--- config.mk ---
export PLATFORM = sky130hd
export DESIGN_NAME = note_sequencer_ctrl_flat
export DESIGN_NICKNAME = d
export VERILOG_FILES = /design/src/rtl/note_sequencer_ctrl_if.sv /design/src/rtl/note_sequencer_ctrl.sv /design/src/flat_wrapper.sv
export SDC_FILE = /design/constraint.sdc
export NUM_CORES = 1
export LEC_CHECK = 0
export ABC_CLOCK_PERIOD_IN_PS = 2700
export BUFFER_PORTS_ARGS = -buffer_cell sky130_fd_sc_hd__buf_2
export CORE_UTILIZATION = 45
export DETAILED_ROUTE_END_ITERATION = 8
export GPL_TIMING_DRIVEN = 1
export HOLD_SLACK_MARGIN = 0.03
export PLACE_DENSITY = 0.68
export SLEW_MARGIN = 30
export SYNTH_ARGS = -nofsm -noshare
export SYNTH_HDL_FRONTEND = slang
export SYNTH_SLANG_ARGS = --single-unit
--- constraint.sdc ---
create_clock -name clk -period 2.7 [get_ports clk]
set_clock_uncertainty 0.15 [all_clocks]
set_input_delay 0.27 -clock clk [delete_from_list [all_inputs] [get_ports clk]]
set_output_delay 0.27 -clock clk [all_outputs]
set_load 0.02 [all_outputs]
--- src/rtl/note_sequencer_ctrl_if.sv ---
// Purpose: note RAM bus between the sequencer (master) and a 64x12 synchronous RAM (slave).
// Latency: read data is expected one cycle after ram_addr is presented; writes commit on the strobe edge.
// Backpressure: none; the RAM must accept a write or an address every cycle.
interface note_sequencer_ctrl_if;
    logic [5:0]  ram_addr;
    logic        ram_wr_en;
    logic [11:0] ram_wr_data;
    logic [11:0] ram_rd_data;

    modport master (
        output ram_addr,
        output ram_wr_en,
        output ram_wr_data,
        input  ram_rd_data
    );

    modport slave (
        input  ram_addr,
        input  ram_wr_en,
        input  ram_wr_data,
        output ram_rd_data
    );
endinterface

--- src/rtl/note_sequencer_ctrl.sv ---
// Purpose: records key presses as {note,duration} entries into a 64-entry RAM and plays them back.
// Latency: a RAM write strobes one cycle after the event; the first note sounds 2 cycles after left_button.
// Backpressure: none; buttons and frame ticks are single-cycle pulses that are consumed or ignored.
module note_sequencer_ctrl (
    input  logic                          clk,
    input  logic                          reset,
    input  logic [7:0]                    switches,
    input  logic                          center_button,
    input  logic                          left_button,
    input  logic                          new_frame,
    note_sequencer_ctrl_if.master         ram,
    output logic [3:0]                    note_out,
    output logic                          note_valid,
    output logic [1:0]                    mode,
    output logic [6:0]                    song_len,
    output logic                          full
);

    typedef enum logic [2:0] {
        S_IDLE,
        S_RECORD,
        S_FETCH,
        S_LOAD,
        S_HOLD
    } state_t;

    state_t      state_q, state_d;
    logic [5:0]  wr_ptr_q, wr_ptr_d;
    logic [6:0]  rd_ptr_q, rd_ptr_d;
    logic [3:0]  held_q, held_d;
    logic [7:0]  dur_q, dur_d;
    logic [7:0]  cnt_q, cnt_d;
    logic [6:0]  song_len_q, song_len_d;
    logic        full_q, full_d;
    logic [3:0]  note_out_q, note_out_d;
    logic        note_valid_q, note_valid_d;
    logic [5:0]  ram_addr_q, ram_addr_d;
    logic        ram_wr_en_q, ram_wr_en_d;
    logic [11:0] ram_wr_data_q, ram_wr_data_d;

    logic [3:0]  enc;
    logic        do_write;
    logic [11:0] wr_entry;
    logic [6:0]  rd_ptr_inc;

    // Priority-encode the keys: the highest set bit wins, no key is a rest (0).
    always_comb begin
        enc = 4'd0;
        for (int i = 0; i < 8; i++) begin
            if (switches[i]) begin
                enc = 4'(i + 1);
            end
        end
    end

    assign rd_ptr_inc = rd_ptr_q + 7'd1;

    // State register and all datapath registers; reset drops any pending write or flush.
    always_ff @(posedge clk or negedge reset) begin
        if (!reset) begin
            state_q       <= S_IDLE;
            wr_ptr_q      <= 6'd0;
            rd_ptr_q      <= 7'd0;
            held_q        <= 4'd0;
            dur_q         <= 8'd0;
            cnt_q         <= 8'd0;
            song_len_q    <= 7'd0;
            full_q        <= 1'b0;
            note_out_q    <= 4'd0;
            note_valid_q  <= 1'b0;
            ram_addr_q    <= 6'd0;
            ram_wr_en_q   <= 1'b0;
            ram_wr_data_q <= 12'd0;
        end else begin
            state_q       <= state_d;
            wr_ptr_q      <= wr_ptr_d;
            rd_ptr_q      <= rd_ptr_d;
            held_q        <= held_d;
            dur_q         <= dur_d;
            cnt_q         <= cnt_d;
            song_len_q    <= song_len_d;
            full_q        <= full_d;
            note_out_q    <= note_out_d;
            note_valid_q  <= note_valid_d;
            ram_addr_q    <= ram_addr_d;
            ram_wr_en_q   <= ram_wr_en_d;
            ram_wr_data_q <= ram_wr_data_d;
        end
    end

    // Next-state and datapath updates; center_button always outranks left_button.
    always_comb begin
        state_d       = state_q;
        wr_ptr_d      = wr_ptr_q;
        rd_ptr_d      = rd_ptr_q;
        held_d        = held_q;
        dur_d         = dur_q;
        cnt_d         = cnt_q;
        song_len_d    = song_len_q;
        full_d        = full_q;
        note_out_d    = note_out_q;
        note_valid_d  = note_valid_q;
        ram_addr_d    = ram_addr_q;
        ram_wr_en_d   = 1'b0;
        ram_wr_data_d = ram_wr_data_q;
        do_write      = 1'b0;
        wr_entry      = {held_q, dur_q};

        case (state_q)
            S_IDLE: begin
                if (center_button) begin
                    state_d    = S_RECORD;
                    wr_ptr_d   = 6'd0;
                    song_len_d = 7'd0;
                    full_d     = 1'b0;
                    held_d     = enc;
                    dur_d      = 8'd0;
                end else if (left_button && (song_len_q != 7'd0)) begin
                    state_d    = S_FETCH;
                    rd_ptr_d   = 7'd0;
                    ram_addr_d = 6'd0;
                end
            end

            S_RECORD: begin
                if (center_button) begin
                    // Flush whatever is held; a zero-length entry is simply dropped.
                    do_write = (dur_q != 8'd0);
                    state_d  = S_IDLE;
                end else if (enc != held_q) begin
                    do_write = (dur_q != 8'd0);
                    held_d   = enc;
                    dur_d    = 8'd0;
                end else if (new_frame) begin
                    if (dur_q == 8'hFF) begin
                        // Saturated: emit a full entry and carry this frame into the next one.
                        do_write = 1'b1;
                        dur_d    = 8'd1;
                    end else begin
                        dur_d = dur_q + 8'd1;
                    end
                end

                if (do_write) begin
                    ram_wr_en_d   = 1'b1;
                    ram_addr_d    = wr_ptr_q;
                    ram_wr_data_d = wr_entry;
                    wr_ptr_d      = wr_ptr_q + 6'd1;
                    song_len_d    = song_len_q + 7'd1;
                    // The 64th entry fills the RAM: stop recording right here.
                    if (song_len_q == 7'd63) begin
                        full_d  = 1'b1;
                        state_d = S_IDLE;
                    end
                end
            end

            S_FETCH: begin
                if (center_button) begin
                    state_d      = S_IDLE;
                    note_out_d   = 4'd0;
                    note_valid_d = 1'b0;
                end else begin
                    state_d = S_LOAD;
                end
            end

            S_LOAD: begin
                if (center_button) begin
                    state_d      = S_IDLE;
                    note_out_d   = 4'd0;
                    note_valid_d = 1'b0;
                end else begin
                    note_out_d   = ram.ram_rd_data[11:8];
                    cnt_d        = ram.ram_rd_data[7:0];
                    note_valid_d = 1'b1;
                    state_d      = S_HOLD;
                end
            end

            S_HOLD: begin
                if (center_button) begin
                    state_d      = S_IDLE;
                    note_out_d   = 4'd0;
                    note_valid_d = 1'b0;
                end else if (new_frame) begin
                    if (cnt_q <= 8'd1) begin
                        cnt_d    = 8'd0;
                        rd_ptr_d = rd_ptr_inc;
                        if (rd_ptr_inc < song_len_q) begin
                            state_d    = S_FETCH;
                            ram_addr_d = rd_ptr_inc[5:0];
                        end else begin
                            state_d      = S_IDLE;
                            note_out_d   = 4'd0;
                            note_valid_d = 1'b0;
                        end
                    end else begin
                        cnt_d = cnt_q - 8'd1;
                    end
                end
            end

            default: begin
                state_d = S_IDLE;
            end
        endcase
    end

    // Mode is a pure decode of the state; all playback sub-states report PLAY.
    always_comb begin
        case (state_q)
            S_IDLE:   mode = 2'd0;
            S_RECORD: mode = 2'd1;
            default:  mode = 2'd2;
        endcase
    end

    assign ram.ram_addr    = ram_addr_q;
    assign ram.ram_wr_en   = ram_wr_en_q;
    assign ram.ram_wr_data = ram_wr_data_q;
    assign note_out        = note_out_q;
    assign note_valid      = note_valid_q;
    assign song_len        = song_len_q;
    assign full            = full_q;

endmodule

--- src/flat_wrapper.sv ---
// flat-port wrapper written by rule: the top's interface ports become plain ports
module note_sequencer_ctrl_flat 
  (clk, reset, switches, center_button, left_button, new_frame, note_out, note_valid, mode, song_len, full, ram_ram_addr, ram_ram_wr_en, ram_ram_wr_data, ram_ram_rd_data);
  note_sequencer_ctrl_if ram_i ();
  input  logic clk;
  input  logic reset;
  input  logic [7:0] switches;
  input  logic center_button;
  input  logic left_button;
  input  logic new_frame;
  output logic [3:0] note_out;
  output logic note_valid;
  output logic [1:0] mode;
  output logic [6:0] song_len;
  output logic full;
  output wire logic [$bits(ram_i.ram_addr)-1:0] ram_ram_addr;
  output wire logic [$bits(ram_i.ram_wr_en)-1:0] ram_ram_wr_en;
  output wire logic [$bits(ram_i.ram_wr_data)-1:0] ram_ram_wr_data;
  input wire logic [$bits(ram_i.ram_rd_data)-1:0] ram_ram_rd_data;
  assign ram_ram_addr = ram_i.ram_addr;
  assign ram_ram_wr_en = ram_i.ram_wr_en;
  assign ram_ram_wr_data = ram_i.ram_wr_data;
  assign ram_i.ram_rd_data = ram_ram_rd_data;
  note_sequencer_ctrl u_core (.clk(clk), .reset(reset), .switches(switches), .center_button(center_button), .left_button(left_button), .new_frame(new_frame), .ram(ram_i), .note_out(note_out), .note_valid(note_valid), .mode(mode), .song_len(song_len), .full(full));
endmodule
==> metrics.cfg <==
[timing]
rsz0062_at_grt=false
min_period_ns=2.54
fin_crit_sh=0.941
max_freq_mhz=394
hold_viol_final=0
totalNegativeSetupSlack_ns=0
setup_slack_ns=0.159
worst_slew_pin_slew_ns=0.581
slew_violations=0
relSlewSlack=0.609
setup_viol=0

[placed_design]
gp_congestion=0.820
dp_hpwl_mm=6.39
port_buffers=58
pre_cts_slack_ns=0.0407

[synth]
syn_area_um2=3830
ys_ff_latch=68
yosysSeqAreaShare=0.444
synthMuxAreaShare=0.0773
synth_cell_type_count=55
synthArstFlopShare=1.00
synth-compound-area-share=0.195
avgSynthCellArea_um2=9.56
synth_top_family_by_area=compound AO/OA/AOI/OAI gates
syn-num-nets=440
yosys.area_share.adder=0.0457
synth_warnings=0
synth_xor_xnor_area_share=0.0160
yosys.area_share.simple=0.180
synth_edf_count=0
yosys_most_used_dff=dfrtp_1
synthCells=401

[detailed_routing]
routed_wl_mm=8.96
wire_per_inst_um=15.2
drc=0
ant_nets=0
first_iter_violations=123
firstDrtPassIters=4
num_vias=3342
via_per_inst=5.66

[worst_setup_path]
reg2reg_from=u_core.held_q[3]
cp-start-kind=register
endpoint_kind=register
cp_data_arrival_time_ns=2.66
ff2ff_setup_slack_ns=0.16
path_class=reg2reg
startpoint=u_core.held_q[3]
crit_required_ns=2.82
path_max_fanout=21

[cells_and_area]
layout.nets=519
num_antenna_cells=0
synthToLayoutAreaGrowth_pct=22.2
drive_gt1_frac=0.270
fillers=758

[power]
p_leak_nw=2.23
irDropWorstVdd_mv=0.389
power_density_nw_per_um2=930

[clock_tree]
cts_setup_buffers=0
cts_tree=yes
cts_root_buf=clkbuf_8
path_clk_slew_ns=0.08
clock_latency_ns=0.35
h-tree-depth=3
clock_sinks=68
clockBufferDepth=2
cts_buffers=9

[worst_hold_path]
hold_class=in2reg
hold_path_startpoint=ram_ram_rd_data[0]

[grt]
grt_use_met1=0.295
grt_pass1_wl_mm=15.2
antenna_found_initial=0
grt_pass1_vias=3240
met2_usage=0.347
grtUsageTotal=0.220
grt_max_degree=69
grt_overflow_total=0
met3_usage=0.0307
grt.busiest_layer=met2

[die]
start_util=0.467
core-area_um2=8220
chipWidth_um=94.3
ios=59
fp.dieH_um=94.3
fp-row-count=33
die_area_um2=8890

[flow_run]
max-cap-violations=0

[run_status]
status=completed

[synthesized netlist by cell type (all sizes together) (8+ instances only)]
master  number  area share
dfrtp       68        0.44
o21ai       35       0.046
nor2        31       0.030
nand2       28       0.027
inv         23       0.023
a21oi       22       0.030
mux2        21       0.062
nand3       16       0.021
ha          14       0.046
nor3        13       0.018
clkbuf      12       0.012
and2         9       0.015
nor2b        8       0.013
[state kept, by name (all words and copies together), names as in the netlist]
signal                  count
u_core.full                 1
u_core.ram.ram_wr_data     12
u_core.held_q               4
u_core.ram.ram_wr_en        1
u_core.song_len             7
u_core.rd_ptr_q             7
u_core.ram.ram_addr         6
u_core.cnt_q                8
u_core.state_q              3
u_core.note_valid           1
u_core.dur_q                8
u_core.wr_ptr_q             6
u_core.note_out             4
[per-layer routing]
metal	vias to the layer above	wire length, µm
li1	1616	-
met1	1600	4130
met2	106	4270
met3	20	358
met4	0	200
met5	-	0
[critical path, cell delays in order (launching register included)]
cell and delay, ns:
dfrtp_1 0.42, nor3b_1 0.22, mux2i_1 0.12, and2_4 0.18, a2111oi_4 0.35, a311oi_2 0.18, buf_6 0.20, or4_1 0.47
a21oi_1 0.17
[power by group]
part	internal, mW	leakage, nW	switching (mW)
sequential	1.28	0.899	0.234
combinational	0.845	1.24	1.13
clock	0.453	0.0918	0.412
total	2.57	2.23	1.78
[cells by family (layout without fill, tap and decap cells)]
| family | after synthesis | count (layout) |
|---|---|---|
| XOR/XNOR | 7 | 7 |
| AND/OR/NAND/NOR | 134 | 134 |
| flip-flops | 68 | 68 |
| buffers and inverters | 40 | 124 |
| AO/OA/AOI/OAI | 111 | 111 |
| multiplexers | 27 | 27 |
| adder cells (fa/ha/maj) | 14 | 14 |
[layout by cell type (no fill, tap or decap), types with 6 or more instances in the layout]
master / n
nand2_1: 28
a22o_1: 7
buf_4: 19
inv_1: 23
o21ai_0: 33
nor3_1: 12
a21oi_1: 21
ha_1: 13
and2_1: 7
clkbuf_8: 10
nand3_1: 16
mux2_2: 20
mux2i_1: 6
buf_2: 58
o31ai_1: 7
nor2b_1: 8
dfrtp_1: 68
nor2_1: 31
[worst paths after layout]
kind / end / cells after the start
worst max-delay path: u_core.song_len[5] / 8
worst min-delay path: u_core.cnt_q[0] / 3
worst max register to register: u_core.song_len[5] / 8
worst min register to register: u_core.cnt_q[7] / 2
max in group asynchronous: u_core.note_out[3] / 3
min in group asynchronous: u_core.ram.ram_wr_en / 3
[metrics by stage]
step	util	std cells	total power [mW]	instance area [µm²]	hold slack [ns]
2_1_floorplan	-	401	2.80	3830	-0.176
3_3_place_gp	0.533	569	3.39	4380	0.174
3_5_place_dp	0.533	569	3.45	4380	0.172
4_1_cts	0.564	590	4.32	4630	0.0302
5_1_grt	0.570	590	4.67	4680	0.0575
6_report	0.570	590	4.35	4680	0.0456
[area by class of cell]
type	instances	area [µm²]	share of cell area
clock inverters	5	61.3	0.0131
flip-flops and latches	68	1700	0.363
inverters	23	86.3	0.0184
clock buffers	11	141	0.0302
well taps	105	131	0.0281
multi-input cells	293	2030	0.433
repair buffers	85	534	0.114
[timing repair]
action                                  in CTS  in global routing
endpoints found under the hold margin       72                  0
resized for setup                            0                 10
hold buffers                                 5                  0
endpoints found under the setup margin       0                 17
(Power assumes the default switching activity.)
